$ cat config.mk
export PLATFORM = sky130hd
export DESIGN_NAME = qei_decoder_param
export DESIGN_NICKNAME = d
export VERILOG_FILES = /design/src/rtl/qei_decoder_param.sv
export SDC_FILE = /design/constraint.sdc
export NUM_CORES = 1
export LEC_CHECK = 0
export BUFFER_PORTS_ARGS = -buffer_cell sky130_fd_sc_hd__buf_2
export CORE_MARGIN = 2
export CORE_UTILIZATION = 55
export CTS_CLUSTER_DIAMETER = 200
export DETAILED_ROUTE_END_ITERATION = 16
export HOLD_SLACK_MARGIN = 0.1
export PLACE_DENSITY = 0.82
export SLEW_MARGIN = 20
export SYNTH_ARGS = -nofsm -noshare
export SYNTH_HDL_FRONTEND = slang
export SYNTH_SLANG_ARGS = --single-unit
$ cat constraint.sdc
create_clock -name clk -period 3.8 [get_ports clk]
set_clock_uncertainty 0.1 [all_clocks]
set_input_delay 0.19 -clock clk [delete_from_list [all_inputs] [get_ports clk]]
set_output_delay 0.19 -clock clk [all_outputs]
set_load 0.01 [all_outputs]
$ cat src/rtl/qei_decoder_param.sv
`default_nettype none
`timescale 1ns/1ps
// ============================================================================
//  Module   : qei_decoder_param
//  Purpose  : Quadrature encoder interface. Synchronises and glitch-filters
//             A/B/Z, decodes x4/x2/x1 steps into a wrapping position counter,
//             and provides index clear, preset load and a sticky error flag.
//  Revision : 1.0  initial release
// ============================================================================
module qei_decoder_param #(
  parameter int CNT_W       = 16,
  parameter int FILT_W      = 3,
  parameter int SYNC_STAGES = 2
) (
  input  logic              clk,
  input  logic              rst_n,
  input  logic              ena,
  input  logic              a_in,
  input  logic              b_in,
  input  logic              z_in,
  input  logic [1:0]        mode,
  input  logic [FILT_W-1:0] filt_len,
  input  logic              idx_clr_en,
  input  logic              preset_load,
  input  logic [CNT_W-1:0]  preset_val,
  input  logic              err_clr,
  output logic [CNT_W-1:0]  count,
  output logic              dir,
  output logic              step_pulse,
  output logic              wrap_pulse,
  output logic              idx_pulse,
  output logic              err
);

  localparam logic [CNT_W-1:0] C_ALL_ONES = {CNT_W{1'b1}};
  localparam logic [CNT_W-1:0] C_ONE      = CNT_W'(1);

  // Bit order used throughout the front end: [2]=A, [1]=B, [0]=Z
  logic [SYNC_STAGES-1:0][2:0] r_sync;
  logic [2:0]                  w_sync;
  logic [2:0]                  w_filt;
  logic [1:0]                  w_cur_s;
  logic [1:0]                  r_prev_s;
  logic                        r_prev_z;
  logic                        w_z_rise;
  logic                        w_fwd;
  logic                        w_rev;
  logic                        w_illegal;
  logic                        w_a_chg;
  logic                        w_up;
  logic                        w_dn;

  // Metastability synchroniser: shift raw inputs through SYNC_STAGES flops
  always_ff @(posedge clk or negedge rst_n) begin
    if (!rst_n) begin
      r_sync <= '0;
    end else begin
      r_sync <= {r_sync[SYNC_STAGES-2:0], {a_in, b_in, z_in}};
    end
  end

  assign w_sync = r_sync[SYNC_STAGES-1];

  // One run-length glitch filter per input; output follows the synchronised
  // value only after filt_len+1 consecutive cycles of disagreement
  genvar gi;
  generate
    for (gi = 0; gi < 3; gi++) begin : g_filt
      logic [FILT_W-1:0] r_run;
      logic              r_bit;

      // Count disagreeing cycles; any agreement restarts the run
      always_ff @(posedge clk or negedge rst_n) begin
        if (!rst_n) begin
          r_run <= '0;
          r_bit <= 1'b0;
        end else if (w_sync[gi] != r_bit) begin
          // >= keeps a shortened filt_len from stranding a longer run
          if (r_run >= filt_len) begin
            r_bit <= w_sync[gi];
            r_run <= '0;
          end else begin
            r_run <= r_run + FILT_W'(1);
          end
        end else begin
          r_run <= '0;
        end
      end

      assign w_filt[gi] = r_bit;
    end
  endgenerate

  assign w_cur_s  = w_filt[2:1];
  assign w_z_rise = w_filt[0] & ~r_prev_z;

  // Previous filtered state, tracked every cycle even while counting is off
  always_ff @(posedge clk or negedge rst_n) begin
    if (!rst_n) begin
      r_prev_s <= 2'b00;
      r_prev_z <= 1'b0;
    end else begin
      r_prev_s <= w_cur_s;
      r_prev_z <= w_filt[0];
    end
  end

  // Classify the prev->cur transition and gate it by the decode mode
  always_comb begin
    w_fwd = 1'b0;
    w_rev = 1'b0;
    w_up  = 1'b0;
    w_dn  = 1'b0;
    case ({r_prev_s, w_cur_s})
      4'b00_01, 4'b01_11, 4'b11_10, 4'b10_00: w_fwd = 1'b1;
      4'b00_10, 4'b10_11, 4'b11_01, 4'b01_00: w_rev = 1'b1;
      default: ;
    endcase
    case (mode)
      2'b01: begin
        w_up = w_fwd & w_a_chg;
        w_dn = w_rev & w_a_chg;
      end
      2'b10: begin
        w_up = ({r_prev_s, w_cur_s} == 4'b10_00);
        w_dn = ({r_prev_s, w_cur_s} == 4'b00_10);
      end
      default: begin
        w_up = w_fwd;
        w_dn = w_rev;
      end
    endcase
  end

  assign w_a_chg   = r_prev_s[1] ^ w_cur_s[1];
  assign w_illegal = ((r_prev_s ^ w_cur_s) == 2'b11);

  // Position counter with preset > index clear > step priority
  always_ff @(posedge clk or negedge rst_n) begin
    if (!rst_n) begin
      count      <= '0;
      dir        <= 1'b0;
      step_pulse <= 1'b0;
      wrap_pulse <= 1'b0;
      idx_pulse  <= 1'b0;
    end else begin
      step_pulse <= 1'b0;
      wrap_pulse <= 1'b0;
      idx_pulse  <= w_z_rise;
      if (preset_load) begin
        count <= preset_val;
      end else if (w_z_rise && idx_clr_en) begin
        // Index clear discards any coincident step entirely
        count <= '0;
      end else if (ena && w_up) begin
        count      <= count + C_ONE;
        dir        <= 1'b1;
        step_pulse <= 1'b1;
        wrap_pulse <= (count == C_ALL_ONES);
      end else if (ena && w_dn) begin
        count      <= count - C_ONE;
        dir        <= 1'b0;
        step_pulse <= 1'b1;
        wrap_pulse <= (count == '0);
      end
    end
  end

  // Sticky illegal-transition flag; a new error wins over a clear
  always_ff @(posedge clk or negedge rst_n) begin
    if (!rst_n) begin
      err <= 1'b0;
    end else if (w_illegal) begin
      err <= 1'b1;
    end else if (err_clr) begin
      err <= 1'b0;
    end
  end

endmodule
`default_nettype wire

## Word-level counts from Yosys, hierarchy flattened

Cells that the tools add are included.

- Flip-flop bits (word level): 42
- Bits of input ports: 30
- Word-level logic and storage cells: 86

- Add/sub/neg operators: 5
- Order comparisons: 3
- Eq/ne operators: 15
- Mux-type cells: 26
- Bitwise gates (word level): 8
- Reduce and logical (&&, ||, !) cells: 13

Operators with widths:

| kind | count |
|---|---|
| $mux 16 | 4 |
| $mux 3 | 6 |
| $add 16x1->16 const B | 1 |
| $eq 16x16->1 const B | 1 |
| $eq 4x4->1 const B | 4 |
| $logic_not 16->1 | 1 |
| $sub 16x1->16 const B | 1 |
| $mux 1 | 14 |
| $add 3x1->3 const B | 3 |
| $ge 3x3->1 | 3 |
| $eq 4x3->1 const B | 2 |
| $reduce_or 4->1 | 2 |
| $reduce_and 2->1 | 3 |
| $eq 2x2->1 const B | 2 |
| $eq 4x1->1 const B | 1 |
| $eq 4x2->1 const B | 1 |
| $pmux 1 s2 | 2 |
| $reduce_bool 2->1 | 2 |
| $reduce_bool 4->1 | 1 |
| $and 1x1->1 | 3 |
| $logic_and 1x1->1 | 3 |
| $ne 1x1->1 | 3 |
| $not 1->1 | 3 |
| $reduce_and 3->1 | 1 |
| 3 further kinds | 3 |

## Depth between registers and ports, before layout

- Word-level depth: 10
- Depth in mapped cells: 14

## Worst setup path before layout

No wires, ideal clock.

- Path kind: register to register
- Start point: register g_filt[1].r_bit
- End point: register count[15]
- Data arrival time: 2910 ps
- Required time: 3576 ps
- Path slack: 666 ps
- Stages on the path, launching flop included: 13
- Period minus slack after synthesis: 3134 ps
- Cell sequence: dfrtp_1 > buf_2 > nor3b_1 > o21ai_0 > a21o_1 > ha_1 > and3_1 > and3_4 > a2111oi_4 > nand2_2 > a311oi_2 > mux2i_1 > o21ai_1

- Word-level cells in the longest chain between the ends: 9
- Elaborated cells between the ends (all ways): 22

Ends and longest elaborated chain:

| item | line | text |
|---|---|---|
| start: declaration | 70 | `logic r_bit;` |
| start signal: assignment | 80 | `r_bit <= w_sync[gi];` |
| $eq 4x4->1, or another cell as far along | 114, 125 |  |
| $reduce_or 4->1 | 114 | `case ({r_prev_s, w_cur_s})` |
| $mux 1 | 114 |  |
| $and 1x1->1 | 121 | `w_up = w_fwd & w_a_chg;` |
| $pmux 1 s2 | 119 | `case (mode)` |
| $logic_and 1x1->1 | 155 | `end else if (ena && w_up) begin` |
| $mux 16 | 155 |  |
| $mux 16 | 152 | `end else if (w_z_rise && idx_clr_en) begin` |
| $mux 16 | 150 | `if (preset_load) begin` |
| end signal: assignment | 151 | `count <= preset_val;` |
| end signal: assignment | 156 | `count <= count + C_ONE;` |
| end signal: assignment | 161 | `count <= count - C_ONE;` |
| end: declaration | 27 | `output logic [CNT_W-1:0] count,` |

Several ways; a longest one is shown, not always the timed one.
A chain may end at the register's enable or synchronous reset.

## Worst setup path in the final report

- Start point: register g_filt[2].r_bit
- End point: register count[11]

- Word-level cells in the longest chain between the ends: 9
- Elaborated cells between the ends (all ways): 23

Ends and longest elaborated chain:

| item | line |
|---|---|
| start: declaration | 70 |
| start signal: assignment | 80 |
| $eq 4x4->1, or another cell as far along | 114, 125 |
| $reduce_or 4->1 | 114 |
| $mux 1 | 114 |
| $and 1x1->1 | 121 |
| $pmux 1 s2 | 119 |
| $logic_and 1x1->1 | 155 |
| $mux 16 | 155 |
| $mux 16 | 152 |
| $mux 16 | 150 |

Several ways; a longest one is shown, not always the timed one.

==> impl_metrics.yaml <==
setup_path:
  path_cells: "xnor2_1 -> nand3_1 -> a21o_1 -> ha_1 -> and3_1 -> and3_4 -> a2111oi_4 -> a21oi_1 -> o21a_1 -> o31ai_1 -> o21a_1"
  worstPathArrival_ns: 3.56
  cp.required_ns: 3.95
  rr_worst_depth: 11
  cp_slowest_cell: "dfrtp_1"
  slowest_delay_ns: 0.59
  critPathLaunchType: "register"
  crit_type: "reg -> reg"
  critPathMostFrequentCell: "o21a_1"
  worstPathMaxFanout: 13
  cp-end-kind: "register"
placed_design:
  placed_area_um2: 3120
  place_congestion: 0.966
  io_buffers: 50
  dp_hpwl_um: 4570
logic_synthesis:
  synth.mux.area_fraction_pct: 1.56
  synth_top_area_share_pct: 37.5
  synthTopCellsByCount: "dfrtp_1, nand2_1, a21oi_1, ha_1"
  netlist_instances: 310
  synth-edff-count: 0
  synth-main-ff-cell: "dfrtp_1"
  ys_ff_latch: 42
  synth_compound_area_share_pct: 19.4
  ys_warn_count: 0
  yosysTopAreaCell: "dfrtp_1"
  synthArstFlopShare_pct: 100
  ys_seq_area_share_pct: 37.5
  syn_avg_cell_area_um2: 9.05
  synth-xor-area-share_pct: 7.18
  yosysUniqueCellTypes: 43
  post-synth-top-count-cell: "dfrtp_1"
  synth-adder-area-share_pct: 14.1
  synth_top_family_by_area: "compound AO/OA/AOI/OAI gates"
  synth_nets: 371
  syn_area_um2: 2810
  yosys.area_share.simple_pct: 15.9
  yosys-top-cells-area: "dfrtp_1, ha_1, a21oi_1"
detailed_routing:
  post_drt_wl_per_cell_um: 14.1
  drc_errors: 0
  drtPass1Iterations: 4
  drtIter0Drc: 133
  routed_wl_um: 6260
  postRouteAntennaNets: 0
  routed-via-count: 2456
  avgViaCountPerCell: 5.52
global_route:
  top_usage_layer: "met2"
  grt_usage_pct: 23.7
  grt_first_pass_wirelength_um: 10300
  antenna_found_initial: 0
  met2_usage_pct: 37.4
  grt_max_degree: 43
  use_met1_pct: 32.8
  grt_pass1_vias: 2274
  gr-total-overflow: 0
  use_met3_pct: 5.42
floorplan:
  die_h_um: 75.4
  rows: 25
  die_area_um2: 5690
  coreArea_um2: 4820
  start_util_pct: 58.2
  die_w_um: 75.4
  ios: 51
layout:
  fin_area_um2: 3370
  fin_nets: 438
  drive_gt1_share_pct: 18.3
  utilization_pct: 70.0
  antenna_cells: 0
  fill_cells: 387
  area_delta_synth_final_pct: 20.2
timing:
  whs_ns: 0.114
  slew_headroom_pct: 37.5
  fin_crit_sh_pct: 90.0
  worst_pin_slew_ns: 0.937
  fmax_mhz: 292
  hold_viol: 0
  rsz0062_at_grt: "false"
  fin_setup_tns_ns: 0
  setup_viol: 0
  period_minus_slack_ns: 3.42
  finalMaxSlewViolations: 0
clock_tree:
  root_buffer: "clkbuf_8"
  cts_tree: "yes"
  clock_sinks: 42
  cts-resized-gates: 0
  htreeDepth: 2
  post_cts_buffers: 0
  cts_buffers: 5
  cts.reportedPaths.clkPinSlew_ns: 0.08
  clk_latency_ns: 0.30
  cts.path.max_buffers: 2
worst_hold_path:
  hold_path.class: "in -> reg"
  min_delay_path_depth: 4
power_and_ir_drop:
  p_total_mw: 2.85
  leakage_nw: 1.63
  p_per_area_nw_per_um2: 846
  irDropWorstVdd_mv: 0.452
flow_run:
  maxCapViolCount: 0
run_status:
  status: "finished, final reports clean"
-- critical path: cells and delay by family, from the launching register on --
family,cells,cell delay (ns)
xor gates and xnor gates,1,0.17
DFF,1,0.59
and+or+nand+nor,3,0.53
adders and majority gates,1,0.46
AOI/OAI and AO/OA,6,1.51
-- cell type report --
| type | count | area (µm²) | share of cell area, % |
|---|---|---|---|
| inverters | 20 | 75.1 | 2.23 |
| clock inverters | 3 | 21.3 | 0.631 |
| flip-flops and latches | 42 | 1050 | 31.2 |
| repair buffers | 70 | 440 | 13.1 |
| well taps | 67 | 83.8 | 2.49 |
| multi-input cells | 238 | 1630 | 48.4 |
| clock buffers | 5 | 68.8 | 2.04 |
-- power by group --
group | leakage, nW | switching, mW | internal [mW]
sequential | 0.517 | 0.211 | 0.603
combinational | 1.07 | 0.963 | 0.785
clock | 0.0441 | 0.162 | 0.129
total | 1.63 | 1.34 | 1.52
-- through the flow --
stage                     setup WS [ns]  cells
after floorplan                   0.666    310
final                             0.381    445
after global placement            0.501    421
after CTS                         0.441    445
after detailed placement          0.444    421
after global routing              0.157    445
-- flip-flops by register name (all words and copies together), names as in the netlist --
name / flops
dir: 1
r_prev_s: 2
err: 1
w_sync: 3
g_filt.r_run: 9
step_pulse: 1
idx_pulse: 1
wrap_pulse: 1
r_sync: 3
r_prev_z: 1
g_filt.r_bit: 3
count: 16
-- placed cells by master (no fill, tap or decap), types with 8 or more instances in the layout --
| master | synthesis | routed |
|---|---|---|
| o21ai_1 | 16 | 16 |
| xnor2_1 | 15 | 15 |
| nand2_1 | 37 | 37 |
| dlygate4sd3_1 | 0 | 16 |
| ha_1 | 30 | 30 |
| buf_2 | 7 | 50 |
| xor2_1 | 8 | 8 |
| a21oi_1 | 30 | 30 |
| nor2_1 | 20 | 20 |
| inv_1 | 20 | 20 |
| dfrtp_1 | 42 | 42 |
-- cells by family after synthesis --
family / after synthesis
xor+xnor: 23
fa+ha+maj: 31
mux: 4
flops: 42
compound gates: 86
simple gates: 94
buf+inv: 30
-- final timing paths --
path,from,end,slack [ns]
max,g_filt[2].r_bit,count[11],0.38
min,preset_val[11],count[11],0.11
max reg2reg,g_filt[2].r_bit,count[11],0.38
min reg2reg,r_sync[2],w_sync[2],0.26
max in group asynchronous,rst_n,w_sync[1],2.55
min in group asynchronous,rst_n,w_sync[0],0.45
-- layer usage --
metal | part of all wire [%] | up-vias
met2 | 46 | 95
met1 | 46 | 1114
met4 | 1.9 | 0
li1 | - | 1231
met5 | 0 | -
met3 | 5.7 | 16
-- what timing repair did --
action	4_1_cts	5_1_grt
endpoints found under the hold margin	57	0
endpoints found under the setup margin	0	0
hold buffers	16	0
Power figures use the tool's default switching activity.
